File: config.mk
export PLATFORM = sky130hd
export DESIGN_NAME = sync_fifo
export DESIGN_NICKNAME = d
export VERILOG_FILES = /design/src/rtl/sync_fifo.sv
export SDC_FILE = /design/constraint.sdc
export NUM_CORES = 1
export LEC_CHECK = 0
export CAP_MARGIN = 20
export CORE_ASPECT_RATIO = 1.1
export CORE_MARGIN = 2
export CORE_UTILIZATION = 24
export DETAILED_ROUTE_END_ITERATION = 6
export PLACE_DENSITY_LB_ADDON = 0.12
export SETUP_SLACK_MARGIN = 0.5
export SLEW_MARGIN = 0
export SYNTH_ARGS = -nofsm -noshare
export SYNTH_HDL_FRONTEND = slang
export SYNTH_SLANG_ARGS = --single-unit
File: constraint.sdc
create_clock -name clk -period 6.8 [get_ports clk]
set_input_delay 1.02 -clock clk [delete_from_list [all_inputs] [get_ports clk]]
set_output_delay 1.02 -clock clk [all_outputs]
set_load 0.005 [all_outputs]
File: src/rtl/sync_fifo.sv
// Single-clock show-ahead FIFO with combinational head data and not-empty flag.
// Optional sticky overflow/underflow flags under SYNC_FIFO_ERR_EN.
module sync_fifo #(
  parameter int DATAWIDTH   = 8,
  parameter int ADDRWIDTH   = 4,
  parameter int AFULL_LEVEL = 2**ADDRWIDTH-2
) (
  input  logic                 clk,
  input  logic                 reset_l,
  input  logic [DATAWIDTH-1:0] wr_data,
  input  logic                 we,
  input  logic                 re,
  output logic [DATAWIDTH-1:0] ns_rd_data,
  output logic                 ns_ne,
  output logic                 full,
  output logic                 afull,
  output logic [ADDRWIDTH:0]   level
`ifdef SYNC_FIFO_ERR_EN
  ,
  output logic                 ovf,
  output logic                 udf
`endif
);

  localparam int DEPTH = 2**ADDRWIDTH;
  localparam logic [ADDRWIDTH:0] DEPTH_L = {1'b1, {ADDRWIDTH{1'b0}}};
  localparam logic [31:0] AF32 = AFULL_LEVEL;
  localparam logic [ADDRWIDTH:0] AF_L = AF32[ADDRWIDTH:0];

  logic [DATAWIDTH-1:0] mem [DEPTH];
  logic [ADDRWIDTH-1:0] wp;
  logic [ADDRWIDTH-1:0] rp;
  logic                 pop;
  logic                 push;

  assign ns_ne      = (level != '0);
  assign full       = (level == DEPTH_L);
  assign afull      = (level >= AF_L);
  assign ns_rd_data = mem[rp];

  // A pop frees a slot in the same edge, so a push at full is legal with it.
  assign pop  = re & ns_ne;
  assign push = we & (~full | pop);

  always_ff @(posedge clk) begin
    if (push) mem[wp] <= wr_data;
  end

  always_ff @(posedge clk or negedge reset_l) begin
    if (!reset_l) begin
      wp    <= '0;
      rp    <= '0;
      level <= '0;
    end else begin
      if (push) wp <= wp + 1'b1;
      if (pop)  rp <= rp + 1'b1;
      unique case ({push, pop})
        2'b10:   level <= level + 1'b1;
        2'b01:   level <= level - 1'b1;
        default: level <= level;
      endcase
    end
  end

`ifdef SYNC_FIFO_ERR_EN
  always_ff @(posedge clk or negedge reset_l) begin
    if (!reset_l) begin
      ovf <= 1'b0;
      udf <= 1'b0;
    end else begin
      if (we & full & ~pop) ovf <= 1'b1;
      if (re & ~ns_ne)      udf <= 1'b1;
    end
  end
`endif

endmodule

==> flow_summary.json, run 1 <==
{
  "outcome": "finished clean",
  "ranking_of_synthesized_cells_by_instance_count": "128 x sky130_fd_sc_hd__edfxtp_1, 32 x sky130_fd_sc_hd__mux4_2, 16 x sky130_fd_sc_hd__a22oi_1, 16 x sky130_fd_sc_hd__and3_1, 16 x sky130_fd_sc_hd__nand2_1",
  "reg2reg_depth": 8,
  "cp.arrival_ns": 2.91,
  "p_sw_share_pct": 29.47,
  "holdPathEnd": "rp[3]",
  "pin_count_of_the_biggest_net_entering_global_routing": 36,
  "cpPeakStageDelay_ns": 0.60,
  "pwr-share-seq_pct": 37.8,
  "dpl.hpwl_microns": 9873,
  "ctsHoldBuffers": 0,
  "crit_fanout": 35,
  "drtIter0Drc": 229,
  "critical_path.startpoint_type": "flop",
  "port_buffers": 27,
  "number_of_cells_produced_by_synthesis": 299,
  "floorplan.initialDensity_pct": 24.34,
  "share_clk_of_total_power_pct": 32.6,
  "syn_to_final_growth_pct": 21.85,
  "clock_sink_count": 141,
  "syn-num-nets": 320,
  "cts-buffers-inserted": 17,
  "cts_max_level": 4,
  "synth_top_cells_by_area": "sky130_fd_sc_hd__edfxtp_1 67%, sky130_fd_sc_hd__mux4_2 13%, sky130_fd_sc_hd__dfrtp_1 5.7%, sky130_fd_sc_hd__a22oi_1 2.1%, sky130_fd_sc_hd__and3_1 1.7%",
  "cts_root_buffer": "sky130_fd_sc_hd__clkbuf_16",
  "gr-total-overflow": 0,
  "layout_cells_excl_fill": 651,
  "max_cap_violations": 0,
  "clock_insertion_delay_worst_skew_ns": 0.43,
  "design_area_sq_um": 7005,
  "final_core_utilization_pct": 29.66,
  "finalWorstPathRequiredPeriod_ns": 3.928,
  "placement.setup.worst_slack_ns": 3.290,
  "reg2reg_from": "level[1]",
  "die_height_microns": 166.3,
  "clk_path_buf_depth": 2,
  "synth_cell_types": 37,
  "slowest_stage": "sky130_fd_sc_hd__mux4_2",
  "dominant_register_cell_in_the_synthesized_netlist": "sky130_fd_sc_hd__edfxtp_1",
  "max_slew_margin_pct": 33.64,
  "drive_above_1_share_pct": 20.23,
  "net-switching-power_uw": 908.1,
  "synth_seq_cells": 141,
  "post-route-worst-setup-slack_ns": 2.872,
  "worst-r2r-setup-slack_ns": 3.98,
  "internal-power_mw": 2.173,
  "ys_async_sr_fraction_pct": 9.220,
  "timing.critical_path.max_delay_family": "buffers and inverters",
  "syn_area_per_cell_sq_um": 19.23,
  "final-max-slew-violation-count": 0,
  "number_of_gates_resized_after_cts": 0,
  "worstSetupEndpointType": "output pin",
  "yosysWarningCount": 0,
  "antenna_violations_before_repair": 0,
  "timing.critical_path.cells": "buf_4 -> mux4_2 -> a22oi_1 -> nand2_1 -> clkdlybuf4s50_1",
  "route.detailed.wl_per_inst_microns": 22.41,
  "grt_use_total_pct": 12.29,
  "core_sq_um": 23620,
  "hold_class": "reg2reg",
  "synth_sequential_area_ratio_pct": 72.51,
  "grt_first_pass_wirelength_microns": 21190,
  "synth.cell_area_sq_um": 5749,
  "finalWirelength_microns": 14590,
  "route.vias.total": 2868,
  "filler_cell_count": 2322,
  "setup-tns-final_ns": 0,
  "finClkSkew_ns": 0.02122,
  "gp_congestion": 0.7610,
  "cts.reportedPaths.clkPinSlew_ns": 0.06,
  "drtPass1Iterations": 4,
  "final_nets": 354,
  "ir_drop_worst_vdd_mv": 0.1733,
  "yosys.area.top_type": "sky130_fd_sc_hd__edfxtp_1",
  "worst_pin_slew_ns": 0.9896,
  "ant_nets": 0,
  "synth-edff-count": 128,
  "cts_setup_buffers": 0,
  "ioPinCount": 28,
  "die_area_sq_um": 25210,
  "timing.rr.end": "level[2]",
  "combinationalPowerShare_pct": 29.6,
  "finalHoldViolations": 0,
  "synth_top_area_share_pct": 66.86,
  "rsz0062_at_grt": "no",
  "min-delay-start": "rp[3]",
  "cts_tree": "done",
  "post-place-cells": 619,
  "drt_drc_violations_left": 0,
  "worst_ep_required_time_ns": 5.78,
  "timing.final.crit_share_pct": 57.77,
  "antenna_cells_inserted": 0,
  "criticalPathCategory": "reg2out",
  "grt_pass1_vias": 3135,
  "cellLeakagePower_nw": 2.345,
  "chipWidth_microns": 151.6,
  "power_density_over_the_cells_nw_per_um2": 439.8,
  "setup-violations-final": 0,
  "holdPathStages": 1,
  "rows": 59,
  "critical_path_buf_inv_count": 2,
  "fmax_mhz": 254.6,
  "vias_per_cell": 4.406,
  "area_of_placed_instances_sq_um": 6364,
  "synth_most_common_cell": "sky130_fd_sc_hd__edfxtp_1"
}
metal layers:
metal,GRT usage [%],vias to the layer above,routed length (microns)
li1,-,1290,-
met1,14.98,1511,6241
met5,0,-,0
met4,4.428,0,189
met2,21.03,55,7804
met3,2.995,12,353
kinds of logic after synthesis:
logic type	Yosys count	share of synthesized area (%)
AOI/OAI and AO/OA	30	3.896
xor gates and xnor gates	9	1.371
adders and majority gates	9	2.089
buffers and inverters	17	1.197
DFF	141	72.51
muxes	37	13.71
and+or+nand+nor	56	5.223
flip-flops by register name, indices dropped and copies added (netlist names):
signal and cells:
level 5, mem 128, rp 4, wp 4
final cells by class:
type | instances | area, sq um | area share, %
Clock buffer | 21 | 450.4 | 6.430
Clock inverter | 11 | 191.4 | 2.733
Inverter | 3 | 11.26 | 0.1607
Multi-Input combinational cell | 141 | 1515 | 21.63
Sequential cell | 141 | 4170 | 59.53
Tap cell | 305 | 381.6 | 5.447
Timing Repair Buffer | 29 | 285.3 | 4.072
per-stage QoR:
step / total power, mW / hold WS, ns
floorplan: 1.718 / 0.4897
detailed placement: 2.120 / 0.5594
global route: 3.245 / 0.6045
CTS: 3.134 / 0.5680
global placement: 2.130 / 0.5483
finish: 3.081 / 0.5612
power groups by stage:
stage	registers, mW	clock network [mW]	logic, mW
4_1_cts	1.17	1.03	0.939
6_report	1.17	1.00	0.913
3_3_place_gp	1.19	0	0.941
2_1_floorplan	1.14	0	0.582
3_5_place_dp	1.18	0	0.935
5_1_grt	1.18	1.07	1.00
cell usage in the layout (no fill, tap or decap), types with 5 or more instances in the layout:
cell type	Yosys	final
sky130_fd_sc_hd__edfxtp_1	128	128
sky130_fd_sc_hd__mux4_2	32	32
sky130_fd_sc_hd__clkdlybuf4s50_1	0	27
sky130_fd_sc_hd__clkbuf_16	0	17
sky130_fd_sc_hd__a22oi_1	16	16
sky130_fd_sc_hd__nand2_1	16	16
sky130_fd_sc_hd__and3_1	16	16
sky130_fd_sc_hd__dfrtp_1	13	12
sky130_fd_sc_hd__ha_1	8	8
sky130_fd_sc_hd__nor2_1	7	7
sky130_fd_sc_hd__nor2b_1	6	6
sky130_fd_sc_hd__xnor2_1	6	6
sky130_fd_sc_hd__bufinv_16	0	5
worst max path at each step:
| stage | start | end | slack (ns) | cells after the start |
|---|---|---|---|---|
| 6_report | rp[0] | ns_rd_data[0] | 2.87 | 5 |
| 4_1_cts | rp[0] | ns_rd_data[1] | 2.82 | 5 |
| 2_1_floorplan | we | level[2] | 4.14 | 7 |
| 3_5_place_dp | rp[0] | ns_rd_data[1] | 3.29 | 5 |
| 3_3_place_gp | we | mem[9][3] | 3.24 | 3 |
| 5_1_grt | rp[0] | ns_rd_data[0] | 2.72 | 5 |
(Power assumes the default switching activity.)
==> run 2, diff against run 1 <==
Clock period 6.8 ns to 4.1 ns, I/O delays scaled along.
==> run 2 against run 1 <==
Against the previous run:
- combinational power rose by 66%
- critical path depth did not move
- via count rose by 1.2%
- sequential share of layout area rose by 0.096 points
- clock power rose by 51%
- worst setup slack got worse by 2.1 ns
- register-to-register slack got worse by 2.7 ns
- global-route usage fell by 0.78 points
- clock-buffer cell count fell by 4
- largest power group unchanged
==> flow_summary.json, run 2 (synthesized netlist as in run 1, its figures left out) <==
{
  "outcome": "finished clean",
  "clk_path_buf_depth": 2,
  "final-max-slew-violation-count": 0,
  "grt_pass1_vias": 3124,
  "dpl.hpwl_microns": 8417,
  "clock_insertion_delay_worst_skew_ns": 0.42,
  "design_area_sq_um": 6994,
  "cts_setup_buffers": 0,
  "top_regs": "mem: 128 flops, level: 5 flops",
  "critical_path.startpoint_type": "flop",
  "worstSetupEndpointType": "output pin",
  "route.detailed.wl_per_inst_microns": 20.57,
  "ioPinCount": 28,
  "power_density_over_the_cells_nw_per_um2": 709.6,
  "timing.final.crit_share_pct": 80.52,
  "ant_nets": 0,
  "die_height_microns": 166.3,
  "port_buffers": 27,
  "layout_commonest_cell": "sky130_fd_sc_hd__edfxtp_1",
  "net-switching-power_mw": 1.474,
  "pwr-share-seq_pct": 38.9,
  "filler_cell_count": 2352,
  "worst_pin_slew_ns": 0.7394,
  "max_cap_violations": 0,
  "finalWorstPathRequiredPeriod_ns": 3.301,
  "syn_to_final_growth_pct": 21.65,
  "final_nets": 358,
  "holdPathStages": 1,
  "drtPass1Iterations": 4,
  "finalWirelength_microns": 13470,
  "most-common-layout-cells": "128 x sky130_fd_sc_hd__edfxtp_1, 32 x sky130_fd_sc_hd__mux4_2, 27 x sky130_fd_sc_hd__clkdlybuf4s50_1",
  "gr-total-overflow": 0,
  "cts_root_buffer": "sky130_fd_sc_hd__clkbuf_16",
  "cp.arrival_ns": 2.69,
  "finalHoldViolations": 0,
  "antenna_cells_inserted": 0,
  "setup-tns-final_ns": 0,
  "die_area_sq_um": 25210,
  "clock_sink_count": 141,
  "rows": 59,
  "drtIter0Drc": 221,
  "internal-power_mw": 3.489,
  "hold_class": "reg2reg",
  "floorplan.initialDensity_pct": 24.34,
  "pin_count_of_the_biggest_net_entering_global_routing": 28,
  "chipWidth_microns": 151.6,
  "cts_max_level": 4,
  "grt_use_total_pct": 11.52,
  "gp_congestion": 0.6959,
  "cellLeakagePower_nw": 2.339,
  "cts_tree": "done",
  "fmax_mhz": 302.9,
  "cts.reportedPaths.clkPinSlew_ns": 0.06,
  "flip_flop_count_of_the_largest_register_all_copies_and_words_added": 128,
  "p_sw_share_pct": 29.70,
  "rsz0062_at_grt": "no",
  "top_register": "mem",
  "max_slew_margin_pct": 50.29,
  "antenna_violations_before_repair": 0,
  "vias_per_cell": 4.429,
  "route.vias.total": 2901,
  "worst_ep_required_time_ns": 3.48,
  "cts-buffers-inserted": 17,
  "area_of_placed_instances_sq_um": 6415,
  "ir_drop_worst_vdd_mv": 0.2702,
  "crit_fanout": 27,
  "share_clk_of_total_power_pct": 30.4,
  "finClkSkew_ns": 0.007349,
  "combinationalPowerShare_pct": 30.6,
  "drt_drc_violations_left": 0,
  "ctsHoldBuffers": 0,
  "criticalPathCategory": "reg2out",
  "setup-violations-final": 0,
  "reg2reg_depth": 8,
  "core_sq_um": 23620,
  "drive_above_1_share_pct": 20.86,
  "number_of_gates_resized_after_cts": 0,
  "grt_first_pass_wirelength_microns": 20150
}
run 2: power groups by stage:
stage / Combinational [mW] / Sequential [mW] / Clock (mW)
after floorplan: 0.965 / 1.88 / 0
after global placement: 1.57 / 1.96 / 0
after detailed placement: 1.57 / 1.97 / 0
after CTS: 1.58 / 1.94 / 1.54
after global routing: 1.67 / 1.97 / 1.60
final: 1.52 / 1.93 / 1.51
run 2: metrics by stage:
step	utilization [%]	hold WS (ns)	setup slack [ns]	instances	power, mW
finish	29.61	0.5265	0.7987	655	4.963
floorplan	-	0.3194	1.528	299	2.849
global placement	27.16	0.5146	1.158	623	3.527
detailed placement	27.16	0.5262	1.159	623	3.537
global route	29.61	0.5662	0.5618	655	5.244
CTS	29.61	0.5323	0.6919	655	5.056
run 2: final timing paths:
check,startpoint,end,slack [ns]
min in group asynchronous,reset_l,level[4],0.60
min reg2reg,wp[3],wp[3],0.53
max in group asynchronous,reset_l,rp[0],3.03
min,wp[3],wp[3],0.53
max reg2reg,level[1],level[2],1.27
max,rp[0],ns_rd_data[0],0.80
run 2: metal layers:
| metal | vias up | track usage (%) | wire length, microns | part of all wire [%] |
|---|---|---|---|---|
| li1 | 1293 | - | - | - |
| met1 | 1524 | 15.62 | 6121 | 45 |
| met2 | 61 | 17.27 | 6539 | 49 |
| met3 | 23 | 2.857 | 440 | 3.3 |
| met4 | 0 | 5.475 | 369 | 2.7 |
| met5 | - | 0 | 0 | 0 |
run 2: layout make-up:
cell class | count | area [sq um] | share of cell area (%)
tap | 305 | 381.6 | 5.456
multi-input combinational | 141 | 1511 | 21.61
clock inverter | 15 | 153.9 | 2.200
inverter | 3 | 11.26 | 0.1610
clock buffer | 17 | 425.4 | 6.082
sequential | 141 | 4170 | 59.62
timing repair buffer | 33 | 340.3 | 4.866
run 2: worst max-delay path, stage by stage (launching register included):
cell and delay [ns]:
sky130_fd_sc_hd__dfrtp_2 0.57, sky130_fd_sc_hd__buf_12 0.29, sky130_fd_sc_hd__mux4_2 0.53, sky130_fd_sc_hd__a22oi_1 0.22, sky130_fd_sc_hd__nand2_1 0.14, sky130_fd_sc_hd__clkdlybuf4s50_1 0.48
